--- config.mk ---
export PLATFORM = sky130hd
export DESIGN_NAME = video_bus_arb
export DESIGN_NICKNAME = d
export VERILOG_FILES = /design/src/rtl/video_bus_arb.sv
export SDC_FILE = /design/constraint.sdc
export NUM_CORES = 1
export LEC_CHECK = 0
export ABC_AREA = 1
export CORE_MARGIN = 2
export CORE_UTILIZATION = 35
export DETAILED_ROUTE_END_ITERATION = 7
export MAX_ROUTING_LAYER = met4
export PLACE_DENSITY_LB_ADDON = 0.3
export SETUP_SLACK_MARGIN = 0.15
export SYNTH_ARGS = -nofsm -noshare
export SYNTH_HDL_FRONTEND = slang
export SYNTH_SLANG_ARGS = --single-unit
--- constraint.sdc ---
create_clock -name clk -period 2.6 [get_ports clk]
set_input_delay 0.39 -clock clk [delete_from_list [all_inputs] [get_ports clk]]
set_output_delay 0.39 -clock clk [all_outputs]
set_load 0.02 [all_outputs]
--- src/rtl/video_bus_arb.sv ---
// Round-robin arbiter sharing the video block's single register/VRAM access port
// between two valid/ready requesters, with a one-cycle read response strobe per port.
module video_bus_arb #(
   parameter int unsigned ADDR_W = 13,
   parameter int unsigned DATA_W = 8,
   parameter int unsigned RD_LAT = 1
) (
   input  logic              clk,
   input  logic              NRST,
   input  logic              req_valid_0,
   output logic              req_ready_0,
   input  logic              req_we_0,
   input  logic              req_ctl_0,
   input  logic [ADDR_W-1:0] req_addr_0,
   input  logic [DATA_W-1:0] req_wdata_0,
   output logic              rsp_valid_0,
   output logic [DATA_W-1:0] rsp_data_0,
   input  logic              req_valid_1,
   output logic              req_ready_1,
   input  logic              req_we_1,
   input  logic              req_ctl_1,
   input  logic [ADDR_W-1:0] req_addr_1,
   input  logic [DATA_W-1:0] req_wdata_1,
   output logic              rsp_valid_1,
   output logic [DATA_W-1:0] rsp_data_1,
   output logic              sel_ram,
   output logic              sel_ctl,
   output logic              we,
   output logic [ADDR_W-1:0] addr,
   output logic [DATA_W-1:0] din,
   input  logic [DATA_W-1:0] ram_dout,
   input  logic [DATA_W-1:0] ctl_dout
);

   localparam int unsigned CNT_W = $clog2(RD_LAT + 1);

   typedef enum logic [1:0] {StIdle, StIssue, StRdWait} state_e;

   state_e             state_q, state_d;
   logic               prio_q, gnt_q, we_q, ctl_q;
   logic [CNT_W-1:0]   cnt_q;
   logic               gnt, accept, rd_done;
   logic               we_sel, ctl_sel;
   logic [ADDR_W-1:0]  addr_sel;
   logic [DATA_W-1:0]  wdata_sel, rd_data;

   always_ff @(posedge clk or negedge NRST) begin
      if (!NRST) state_q <= StIdle;
      else       state_q <= state_d;
   end

   always_comb begin
      state_d = state_q;
      unique case (state_q)
         StIdle:   if (accept) state_d = StIssue;
         StIssue:  state_d = we_q ? StIdle : StRdWait;
         StRdWait: if (rd_done) state_d = StIdle;
         default:  state_d = StIdle;
      endcase
   end

   // Ready is gated by NRST so nothing is granted while reset is held.
   always_comb begin
      gnt         = (req_valid_0 & req_valid_1) ? prio_q : req_valid_1;
      accept      = NRST & (state_q == StIdle) & (req_valid_0 | req_valid_1);
      req_ready_0 = accept & ~gnt;
      req_ready_1 = accept & gnt;
      we_sel      = gnt ? req_we_1    : req_we_0;
      ctl_sel     = gnt ? req_ctl_1   : req_ctl_0;
      addr_sel    = gnt ? req_addr_1  : req_addr_0;
      wdata_sel   = gnt ? req_wdata_1 : req_wdata_0;
      rd_done     = (state_q == StRdWait) && (cnt_q == CNT_W'(1));
      rd_data     = ctl_q ? ctl_dout : ram_dout;
   end

   // Bus outputs are loaded on accept so they are driven for exactly the ISSUE cycle.
   always_ff @(posedge clk or negedge NRST) begin
      if (!NRST) begin
         prio_q      <= 1'b0;
         gnt_q       <= 1'b0;
         we_q        <= 1'b0;
         ctl_q       <= 1'b0;
         cnt_q       <= '0;
         sel_ram     <= 1'b0;
         sel_ctl     <= 1'b0;
         we          <= 1'b0;
         addr        <= '0;
         din         <= '0;
         rsp_valid_0 <= 1'b0;
         rsp_valid_1 <= 1'b0;
         rsp_data_0  <= '0;
         rsp_data_1  <= '0;
      end else begin
         sel_ram <= accept & ~ctl_sel;
         sel_ctl <= accept & ctl_sel;
         we      <= accept & we_sel;
         addr    <= accept ? addr_sel : '0;
         din     <= accept ? wdata_sel : '0;
         if (accept) begin
            prio_q <= ~gnt;
            gnt_q  <= gnt;
            we_q   <= we_sel;
            ctl_q  <= ctl_sel;
         end
         if (state_q == StIssue)       cnt_q <= CNT_W'(RD_LAT);
         else if (state_q == StRdWait) cnt_q <= cnt_q - CNT_W'(1);
         rsp_valid_0 <= rd_done & ~gnt_q;
         rsp_valid_1 <= rd_done & gnt_q;
         if (rd_done & ~gnt_q) rsp_data_0 <= rd_data;
         if (rd_done & gnt_q)  rsp_data_1 <= rd_data;
      end
   end

endmodule

# [Yosys cells after proc, flatten, opt, wreduce, memory -nomap -nowiden]
# Index checks and enable logic that the tools add are counted.
[totals] ram_bits=0 out_inout_bits=44 word_cells=52 memories=0 regBits=49 rom_bits=0 latch_bits=0
[op_classes] mux=14 div_mod_pow=0 n_reduce_logical=4 n_lt_le_gt_ge=0 bitwise_logic=14 n_addsub=1 multipliers=0 shift=0 eq_ne=4
[ops] cell="$mux W13" count=2
[ops] cell="$mux W8" count=3
[ops] cell="$and A1 B1 Y1" count=10
[ops] cell="$mux W2" count=3
[ops] cell="$pmux W2 S3" count=1
[ops] cell="$mux W1" count=5
[ops] cell="$ne A2 B2 Y1 const B" count=2
[ops] cell="$not A1 Y1" count=3
[ops] cell="$eq A2 B1 Y1 const B" count=1
[ops] cell="$eq A2 B2 Y1 const B" count=1
[ops] cell="$logic_not A2 Y1" count=1
[ops] cell="$reduce_and A2 Y1" count=1
[ops] cell="$reduce_bool A2 Y1" count=1
[ops] cell="$logic_and A1 B1 Y1" count=1
[ops] cell="$or A1 B1 Y1" count=1
[ops] cell="$sub A1 B1 Y1 const B" count=1

# [Depth between registers and ports, before layout]
[logic_depth] ltp_word=5 ltp_mapped=9 depth_no_buf=9

# [Least setup slack after synthesis]
# OpenSTA, ideal clock, no wires.
[synth_timing] path_kind="register to output" start="register state_q[0]" end="output port req_ready_0" arrival_time_ns=1.185 path_buffers=0 path_slack_ns=1.025 stages_incl_launch_ff=9 required_ns=2.210 cell_sequence="dfrtp_1 inv_1 ha_1 nand2_1 inv_1 nand2_1 inv_1 nand2_1 inv_1"
[synth_via] elab_chain_cells=4
[synth_lines] element="start: declaration" line="39" text="state_e state_q, state_d;"
[synth_lines] element="start signal: assignment" line="48" text="if (!NRST) state_q <= StIdle;"
[synth_lines] element="start signal: assignment" line="49" text="else state_q <= state_d;"
[synth_lines] element="$logic_not A2 Y1" line="65" text="accept = NRST & (state_q == StIdle) & (req_valid_0 | req_valid_1);"
[synth_lines] element="$and A1 B1 Y1 (2 in a row)" line="65"
[synth_lines] element="$and A1 B1 Y1" line="66" text="req_ready_0 = accept & ~gnt;"
[synth_lines] element="end: declaration" line="11" text="output logic req_ready_0,"
# No other way between the ends.

# [Worst setup path in the final report]
# Ends and elaborated chain as after synthesis.

==> impl_summary.md <==
STA
The final period demand of the worst path is 2200 ps. Setup violations remaining at the end of the flow were counted as 0. The worst slew slack as a fraction of its limit is 58.9%. The achievable frequency is 454 MHz.

The transition at the pin with the smallest max-transition slack is 616 ps. The worst path uses 84.8% of the clock period. Setup repair after global routing left no endpoint under its margin. The number of hold-slack violations in the final timing report was 0.

On the final layout, the worst clock skew is 11.2 ps. Summed over all failing endpoints, the final setup total negative slack is 0 ps. The number of max-slew violations in the final report came to 0.

Final layout
The number of antenna cells inserted is 0. At the end of the flow, the number of nets in the layout was 426. The library cells used most frequently in the layout, excluding fill and tap cells, are 106 x sky130_fd_sc_hd__clkdlybuf4s50_1, 83 x sky130_fd_sc_hd__nand2_1, 49 x sky130_fd_sc_hd__dfrtp_1, 35 x sky130_fd_sc_hd__inv_1, 25 x sky130_fd_sc_hd__o21ai_0.

Cells with a size suffix above 1 make up 5.88% of the layout. The end-of-flow core utilization is 57.4%. The library cell used most frequently in the layout, excluding fill and tap cells, is sky130_fd_sc_hd__clkdlybuf4s50_1. Compared with the post-synthesis result, the final layout area differs by 58.9%. The fill cell total of the finished layout is 530.

Pwr
The internal power is 1900 uW. Summed over all cells, the static leakage comes to 0.00163 uW. Of the total power, the share spent switching nets is 36.8%.

Combinational logic is responsible for 43.7% of the overall power. Of the total power, registers draw 37.8%. For this design the total switching power over the nets is 1100 uW. In this run, the clock network consumes 18.6% of the power. VDD sags by at most 427 uV. Dividing total power by cell area gives a power density of 883 nW/um^2.

Outcome
The run finished with clean final reports.

Routing
The wire length after detailed routing is 5.45 mm. The first routing iteration left 65 violations. Once detail routing completed, the nets flagged for antenna violations numbered 0. The final routed wire length divided by cell count is 12.6 microns. The total number of vias is 1940.

After detailed routing, the number of remaining DRC violations is 0. The number of detailed-route iterations in the first pass is 4. In the routed layout, each cell is associated on average with a via count of 4.49.

Synthesis
The number of warning messages in the yosys log is 0. The fraction of the yosys area taken by sequential cells is 57.3%. The largest area contributor in the synthesized netlist is sky130_fd_sc_hd__dfrtp_1. Yosys attributes the largest share of cell area to sky130_fd_sc_hd__dfrtp_1 57%, sky130_fd_sc_hd__nand2_1 15%, sky130_fd_sc_hd__inv_1 6.1%. A synthesized cell averages 8.70 sq um. The synthesized design contains 49 register bits. The cell count after synthesis came out at 246. The count of distinct cell types in the synthesized netlist is 17. The synthesized netlist net count is 316. Summing every instance area after synthesis gives 2140 sq um. The top cell type's share of synthesized area is 57.3%.

Worst setup path
In this run the critical register-to-register path is launched from state_q[0]$_DFFE_PN0P_. At the worst endpoint, the required time is 2210 ps. The worst register-to-register path ends at rsp_data_1[0]$_DFFE_PN0P_.

Setup slack on the worst reg-to-reg path comes out at 940 ps. In this run the worst path has a maximum fanout of 5. The path depth of the worst reg2reg path is 5. The launching element type of the critical path is a flip-flop. The critical setup path kind is reg2out.

At the worst endpoint, the arrival time is 1810 ps. The worst setup path is captured at an output port.

Clock network
Clock tree synthesis selected as its root buffer the cell sky130_fd_sc_hd__clkbuf_8. After clock tree synthesis, the clock-pin slew on the worst setup and hold paths is 90 ps. The total setup buffers inserted after CTS is 0.

The number of buffers created by CTS is 5. The H-tree generated during clock tree synthesis spans 2 levels. The insertion delay to the later sink of the worst-skew pair is 300 ps.

Clock tree synthesis found a total of 49 sinks. The maximum root-to-sink buffer count is 2. TritonCTS built the clock tree.

Min path
The worst min-delay path class is in2async.

Floorplanning
The vertical die dimension is 82.2 microns. For this design the top-level I/O count stands at 110. The starting density of the core is 36.1%.

The die is 82.2 microns wide. The overall die area is 6750 sq um. Row generation in the floorplan step produced 28 rows. The core region area is 5920 sq um.

Place
The congestion estimate from routability-driven global placement came to 0.731. During placement, the flow inserted port buffers numbering 109. The HPWL after detailed placement is 4.12 mm.

Run
Across the run, the number of max-cap violations was 0.

Global routing
After global routing the overflow that remains totals 0. The initial antenna violation count was 0. In the global route stage, overall resource usage came out at 17.0%. Entering global routing, the biggest net connects 50 pins.

The number of global-route vias before repair is 1825. The first global-routing pass estimated 8.18 mm of wire.
worst max-delay path by stage:
stage	end	slack, ps	cells after the start	startpoint
floorplan	req_ready_0	1020	8	state_q[0]$_DFFE_PN0P_
global placement	req_ready_0	300	8	req_valid_1
detailed placement	req_ready_0	250	8	req_valid_1
CTS	req_ready_1	240	5	state_q[0]$_DFFE_PN0P_
global route	req_ready_0	190	9	state_q[0]$_DFFE_PN0P_
finish	req_ready_0	400	9	state_q[0]$_DFFE_PN0P_
synthesized netlist by cell type:
cell and count:
sky130_fd_sc_hd__buf_2 6, sky130_fd_sc_hd__nand2_1 83, sky130_fd_sc_hd__ha_1 4, sky130_fd_sc_hd__nor3_4 2, sky130_fd_sc_hd__a21oi_1 22, sky130_fd_sc_hd__inv_2 4, sky130_fd_sc_hd__o21ai_2 2, sky130_fd_sc_hd__nand2_2 2
sky130_fd_sc_hd__inv_1 35, sky130_fd_sc_hd__nor2_1 2, sky130_fd_sc_hd__buf_6 2, sky130_fd_sc_hd__buf_4 1, sky130_fd_sc_hd__dfrtp_1 49, sky130_fd_sc_hd__o21ai_0 25, sky130_fd_sc_hd__nand3b_1 1, sky130_fd_sc_hd__nand3_1 5
sky130_fd_sc_hd__o21bai_1 1
layout make-up:
type | count | area [sq um] | share of cell area [%]
sequential | 49 | 1230 | 36.1
timing repair buffer | 112 | 1110 | 32.6
clock buffer | 7 | 86.3 | 2.54
tap | 75 | 93.8 | 2.76
clock inverter | 1 | 30.0 | 0.883
inverter | 39 | 146 | 4.31
multi-input combinational | 149 | 707 | 20.8
per-stage QoR:
step	instances	hold slack [ps]	total power [uW]	setup slack, ps	instance area [sq um]
floorplan	246	94.4	1840	1020	2140
global placement	424	485	2450	303	3280
detailed placement	424	494	2470	253	3280
CTS	432	232	3040	241	3400
global route	432	284	3230	193	3400
finish	432	227	3000	396	3400
cell families (layout without fill, tap and decap cells):
family	count (synthesis)	in the layout	share of synthesized area [%]
buffers and inverters	48	159	9.65
DFF	49	49	57.3
AOI/OAI and AO/OA	50	50	12.2
adders and majority gates	4	4	2.34
and+or+nand+nor	95	95	18.5
sequential cells by signal, summed over array words and instances, names as in the netlist:
signal	flops
addr	13
din	8
rsp_data_0	8
rsp_data_1	8
state_q	2
cnt_q	1
ctl_q	1
gnt_q	1
prio_q	1
rsp_valid_0	1
rsp_valid_1	1
sel_ctl	1
sel_ram	1
we	1
we_q	1
power by group through the flow:
stage / combinational, uW / clock [uW] / sequential, uW
after floorplan: 487 / 0 / 1360
after global placement: 1300 / 0 / 1140
after detailed placement: 1320 / 0 / 1150
after CTS: 1330 / 578 / 1140
after global routing: 1450 / 615 / 1170
final: 1310 / 557 / 1130
routing by layer:
layer / up-vias / GRT usage (%) / wire (microns)
met2: 98 / 26.4 / 2460
met4: 0 / 6.83 / 82
met5: - / - / 0
met1: 855 / 19.7 / 2290
met3: 10 / 6.96 / 611
li1: 977 / - / -
repair_timing:
item,CTS,global route
pin swaps,0,0
endpoints found under the setup margin,1,1
hold buffers,0,0
resized for setup,1,1
critical path, stage by stage (launching register included):
cell	delay, ps
sky130_fd_sc_hd__dfrtp_1	410
sky130_fd_sc_hd__inv_1	110
sky130_fd_sc_hd__ha_1	180
sky130_fd_sc_hd__nand2_1	80
sky130_fd_sc_hd__inv_1	70
sky130_fd_sc_hd__nand2_1	60
sky130_fd_sc_hd__inv_1	120
sky130_fd_sc_hd__nand2_1	90
sky130_fd_sc_hd__inv_1	60
sky130_fd_sc_hd__dlygate4sd2_1	330
No activity file was read; power rests on OpenSTA's default activity.
